## config.mk

```make
export PLATFORM = sky130hd
export DESIGN_NAME = piece_bag_gen
export DESIGN_NICKNAME = d
export VERILOG_FILES = /design/src/rtl/piece_bag_gen.sv
export SDC_FILE = /design/constraint.sdc
export NUM_CORES = 1
export LEC_CHECK = 0
export ABC_AREA = 1
export CAP_MARGIN = 20
export CORE_UTILIZATION = 52
export DETAILED_ROUTE_END_ITERATION = 8
export PLACE_DENSITY = 0.81
export SETUP_SLACK_MARGIN = 0.05
export SLEW_MARGIN = 5
export SYNTH_ARGS = -nofsm -noshare
export SYNTH_HDL_FRONTEND = slang
export SYNTH_SLANG_ARGS = --single-unit
export TNS_END_PERCENT = 5
```

## constraint.sdc

```tcl
create_clock -name clk -period 3.5 [get_ports clk]
set_input_delay 0.7 -clock clk [delete_from_list [all_inputs] [get_ports clk]]
set_output_delay 0.7 -clock clk [all_outputs]
set_load 0.1 [all_outputs]
```

## src/rtl/piece_bag_gen.sv

```systemverilog
// piece_bag_gen: turns a serial LFSR bit stream into a 7-bag sequence of
// tetromino IDs (0=I 1=O 2=T 3=S 4=Z 5=J 6=L) and holds upcoming pieces in
// a preview queue for the game-logic FSM.
// Optional feature macro: PIECE_FIRST_FILTER_EN. When it is defined, the first
// accepted piece after rst/restart can never be O, S or Z.
module piece_bag_gen #(
    parameter int QUEUE_DEPTH = 5,
    parameter int PIECE_W     = 3
) (
    input  logic                           clk,
    input  logic                           rst,
    input  logic                           rand_bit,
    input  logic                           restart,
    input  logic                           piece_pop,
    output logic                           piece_valid,
    output logic [PIECE_W-1:0]             piece_id,
    output logic [QUEUE_DEPTH*PIECE_W-1:0] preview,
    output logic [3:0]                     preview_count,
    output logic [6:0]                     bag_mask
);

    localparam logic [3:0] DEPTH_C = 4'(QUEUE_DEPTH);

    typedef enum logic {
        ST_COLLECT = 1'b0,
        ST_STALL   = 1'b1
    } state_t;

    state_t             r_state;
    logic [1:0]         r_cand;
    logic [1:0]         r_bit_cnt;
    logic [3:0]         r_count;
    logic               r_valid;
    logic [6:0]         r_bag_mask;
    logic [PIECE_W-1:0] r_q [QUEUE_DEPTH];

    logic               w_clear;
    logic               w_pop;
    logic               w_space;
    logic               w_sample;
    logic [2:0]         w_full;
    logic [7:0]         w_used;
    logic               w_reject;
    logic               w_push;
    logic [6:0]         w_mask_set;
    logic [6:0]         w_mask_next;
    logic [3:0]         w_wr_idx;
    logic [3:0]         w_count_next;
    logic [PIECE_W-1:0] w_shift  [QUEUE_DEPTH];
    logic [PIECE_W-1:0] w_q_next [QUEUE_DEPTH];

`ifdef PIECE_FIRST_FILTER_EN
    logic               r_first_done;
    logic               w_first_block;
`endif

    // Pop/space decision, candidate evaluation and next queue contents
    always_comb begin
        w_clear  = rst | restart;
        w_pop    = piece_pop & (r_count != 4'd0);
        w_space  = (r_count < DEPTH_C) | w_pop;
        // While stalled the queue is full, so only a pop can open space.
        w_sample = (r_state == ST_STALL) ? w_pop : w_space;

        // MSB-first candidate completed by the current bit.
        w_full   = {r_cand, rand_bit};
        // Slot 7 stands in for the invalid code 7, which is always rejected.
        w_used   = {1'b1, r_bag_mask};
        w_reject = w_used[w_full];
`ifdef PIECE_FIRST_FILTER_EN
        w_first_block = ~r_first_done &
                        ((w_full == 3'd1) | (w_full == 3'd3) | (w_full == 3'd4));
        w_reject      = w_reject | w_first_block;
`endif
        w_push = w_sample & (r_bit_cnt == 2'd2) & ~w_reject;

        // The accept that would complete the bag starts a fresh one instead.
        w_mask_set  = r_bag_mask | (7'd1 << w_full);
        w_mask_next = r_bag_mask;
        if (w_push) begin
            w_mask_next = (w_mask_set == 7'h7F) ? 7'h00 : w_mask_set;
        end

        w_count_next = r_count + {3'd0, w_push} - {3'd0, w_pop};
        w_wr_idx     = r_count - {3'd0, w_pop};

        for (int i = 0; i < QUEUE_DEPTH - 1; i++) begin
            w_shift[i] = r_q[i + 1];
        end
        w_shift[QUEUE_DEPTH - 1] = '0;

        for (int i = 0; i < QUEUE_DEPTH; i++) begin
            w_q_next[i] = w_pop ? w_shift[i] : r_q[i];
            if (w_push && (4'(i) == w_wr_idx)) begin
                w_q_next[i] = w_full;
            end
        end
    end

    // Control FSM, candidate collector, bag mask and queue registers
    always_ff @(posedge clk) begin
        if (w_clear) begin
            r_state    <= ST_COLLECT;
            r_cand     <= 2'd0;
            r_bit_cnt  <= 2'd0;
            r_count    <= 4'd0;
            r_valid    <= 1'b0;
            r_bag_mask <= 7'd0;
            for (int i = 0; i < QUEUE_DEPTH; i++) begin
                r_q[i] <= '0;
            end
        end else begin
            r_state <= w_space ? ST_COLLECT : ST_STALL;
            if (w_sample) begin
                r_cand    <= w_full[1:0];
                r_bit_cnt <= (r_bit_cnt == 2'd2) ? 2'd0 : r_bit_cnt + 2'd1;
            end
            r_count    <= w_count_next;
            r_valid    <= (w_count_next != 4'd0);
            r_bag_mask <= w_mask_next;
            for (int i = 0; i < QUEUE_DEPTH; i++) begin
                r_q[i] <= w_q_next[i];
            end
        end
    end

`ifdef PIECE_FIRST_FILTER_EN
    // Remembers that the opening piece of this game has been issued
    always_ff @(posedge clk) begin
        if (w_clear) begin
            r_first_done <= 1'b0;
        end else if (w_push) begin
            r_first_done <= 1'b1;
        end
    end
`endif

    // Flatten the queue onto the preview bus, head in the low bits
    always_comb begin
        for (int i = 0; i < QUEUE_DEPTH; i++) begin
            preview[i*PIECE_W +: PIECE_W] = r_q[i];
        end
    end

    assign piece_valid   = r_valid;
    assign piece_id      = r_q[0];
    assign preview_count = r_count;
    assign bag_mask      = r_bag_mask;

endmodule

```

==> results.sh <==
export IMPL_met3_usage_pct=5.59
export IMPL_die_area_mm2=0.00384
export IMPL_drc=0
export IMPL_n_antenna_cell=0
export IMPL_wl_per_cell_um=11.8
export IMPL_yosysSeqAreaShare_pct=34.2
export IMPL_htreeDepth=2
export IMPL_synth_area_leaders="dfxtp_1, nand2_1, nand3_1"
export IMPL_yosys_area_top_type="dfxtp_1"
export IMPL_criticalPathCategory="input pin to flop"
export IMPL_num_vias=1788
export IMPL_yosysMostFrequentCell="nand2_1"
export IMPL_cts_resized=0
export IMPL_finalPower_mw=1.74
export IMPL_num_rows=21
export IMPL_grt_util_all_layers_pct=23.2
export IMPL_fp_coreArea_mm2=0.00339
export IMPL_grt_busiest_layer="met2"
export IMPL_antenna_found_initial=0
export IMPL_cts_sinks=32
export IMPL_met2_usage_pct=36.6
export IMPL_setup_viol=0
export IMPL_setup_tns_final_ns=0
export IMPL_grt_max_degree=29
export IMPL_tightest_slew_ns=0.973
export IMPL_die_h_um=62.0
export IMPL_outcome="finished, final reports clean"
export IMPL_area_growth_pct=22.9
export IMPL_cp_cell_sequence="clkdlybuf4s50_1 -> inv_4 -> nand2_1 -> nand2_1 -> nand2_1 -> nand2_1 -> nand2_1 -> nand2_2 -> nor2_8 -> inv_2 -> ha_1 -> inv_1 -> ha_1 -> inv_1 -> fa_1 -> xnor2_1 -> a41oi_1"
export IMPL_synthCells=272
export IMPL_syn_area_per_cell_um2=6.88
export IMPL_peakVddDrop_uv=456
export IMPL_worst_setup_path_end_kind="flop"
export IMPL_rsz0062_at_grt="no"
export IMPL_syn_nets=288
export IMPL_power_density_mw_per_mm2=755
export IMPL_cts_path_max_buffers=2
export IMPL_drv_cap=0
export IMPL_synth_distinct_cells=28
export IMPL_skew_ns=0.00840
export IMPL_cp_max_fo=9
export IMPL_hold_path_class="flop to flop"
export IMPL_cp_arrival_ns=3.32
export IMPL_grt_pass1_vias=1436
export IMPL_critPathSlowestCell="clkdlybuf4s50_1"
export IMPL_ios=35
export IMPL_drt_iter0_markers=115
export IMPL_cp_start_kind="input pin"
export IMPL_hold_slack_ns=0.499
export IMPL_synth_seq_cells=32
export IMPL_cts_root_buf="clkbuf_4"
export IMPL_critPathMaxStageDelay_ns=0.70
export IMPL_die_x_um=62.0
export IMPL_p_leak_nw=0.912
export IMPL_wl_um=4140
export IMPL_post_cts_buffers=0
export IMPL_relSlewSlack_pct=34.9
export IMPL_numPortBuffers=34
export IMPL_netlist_area_mm2=0.00187
export IMPL_grt_pass1_wl_um=6440
export IMPL_period_minus_slack_ns=3.10
export IMPL_grt_overflow=0
export IMPL_synth_edff_count=0
export IMPL_placed_cell_area_mm2=0.00220
export IMPL_nNetsFinal=319
export IMPL_initial_core_util_pct=55.2
export IMPL_synth_common_cells="nand2_1, nand3_1, dfxtp_1"
export IMPL_place_gp_congestion=0.851
export IMPL_synth_top_area_share_pct=34.2
export IMPL_async_reset_ff_share_pct=0
export IMPL_drive_gt1_share_pct=8.22
export IMPL_finalInstanceArea_mm2=0.00230
export IMPL_ys_warn_count=0
export IMPL_numCtsBuffers=5
export IMPL_cts_tree="yes"
export IMPL_dpl_hpwl_um=2930
export IMPL_period_share_pct=88.6
export IMPL_cts_hold_buf=0
export IMPL_clock_latency_ns=0.35
export IMPL_synth_top_flop_cell="dfxtp_1"
export IMPL_cts_reportedPaths_clkPinSlew_ns=0.10
export IMPL_slew_viol_final=0
export IMPL_hold_viol_final=0
export IMPL_drt_pass1_iterations=4
export IMPL_vias_per_cell=5.11
export IMPL_ant_nets=0
export IMPL_use_met1_pct=30.8
export IMPL_fmax_mhz=323
export IMPL_cpMostUsedCell="nand2_1"
export IMPL_required_ns=3.72
[flip-flops by register name, indices dropped and copies added (netlist names)]
| signal | flops |
|---|---|
| r_bit_cnt | 2 |
| r_q | 15 |
| piece_valid | 1 |
| preview_count | 4 |
| bag_mask | 7 |
| r_cand | 2 |
| r_state | 1 |
[cells in the final DEF (no fill, tap or decap)]
cell type        netlist  routed
buf_4                  5       4
inv_1                 22      22
nand3_1               39      39
o21bai_1               7       7
xnor2_1                3       3
clkdlybuf4s50_1        0      33
a211oi_1               1       1
fa_1                   1       1
ha_1                  10      10
a21o_1                 1       1
nand4_1                1       1
dfxtp_2                0       1
nor2_1                27      27
clkbuf_8               0       2
clkbuf_4               0       5
nand2_1               71      71
nand2_2                7       7
inv_4                  1       1
inv_2                  3       3
o211a_1                1       1
a41oi_1                1       1
nor3b_1                1       1
nor2_8                 1       1
o21ai_0                4       4
a21oi_1               23      23
bufinv_16              0       1
dfxtp_1               32      31
o21ai_1                2       2
[power breakdown]
group          switching [mW]  total, mW  internal (mW)
clock                   0.138      0.328          0.190
combinational           0.686      0.968          0.282
sequential             0.0379      0.439          0.401
total                   0.863       1.74          0.873
[critical path, delay by kind of cell]
kind,cells,cell delay (ns)
AO/OA/AOI/OAI,1,0.13
adder cells (fa/ha/maj),3,0.80
buffers and inverters,5,1.02
XOR/XNOR,1,0.21
AND/OR/NAND/NOR,7,0.46
[stage by stage]
step | setup slack (ns) | std cells | utilization, %
6_report | 0.399 | 350 | 67.8
5_1_grt | 0.195 | 350 | 67.8
4_1_cts | 0.411 | 350 | 67.8
3_5_place_dp | 0.0276 | 342 | 65.0
3_3_place_gp | 0.145 | 342 | 65.0
2_1_floorplan | 0.0593 | 272 | -
[layer usage]
metal	share of wire, %	vias up
met5	0	-
met4	1.6	0
met3	5.1	7
met2	45	42
met1	48	798
li1	-	941
[cells by family (layout without fill, tap and decap cells)]
group	Yosys count	count (layout)	synth area share [%]
buffers and inverters	39	71	9.97
AOI/OAI and AO/OA	40	40	12.4
adders and majority gates	11	11	7.76
and+or+nand+nor	147	147	34.2
xor gates and xnor gates	3	3	1.40
DFF	32	32	34.2
[final cells by class]
type	count	area [µm²]
Inverter	26	100
Multi-Input combinational cell	201	1040
Tap cell	46	57.6
Sequential cell	32	642
Clock inverter	1	30.0
Fill cell	305	1090
Clock buffer	7	65.1
Timing Repair Buffer	37	360
[final timing paths]
path | start | endpoint | slack (ns) | depth (start not counted)
hold / removal | r_bit_cnt[0]$_SDFFE_PP0P_ | r_bit_cnt[1]$_SDFFE_PP0P_ | 0.50 | 2
hold reg to reg | r_bit_cnt[0]$_SDFFE_PP0P_ | r_bit_cnt[1]$_SDFFE_PP0P_ | 0.50 | 2
setup / recovery | rand_bit | piece_valid$_SDFF_PP0_ | 0.40 | 17
setup reg to reg | preview_count[2]$_SDFF_PP0_ | piece_valid$_SDFF_PP0_ | 0.65 | 15
Power figures use the tool's default switching activity.
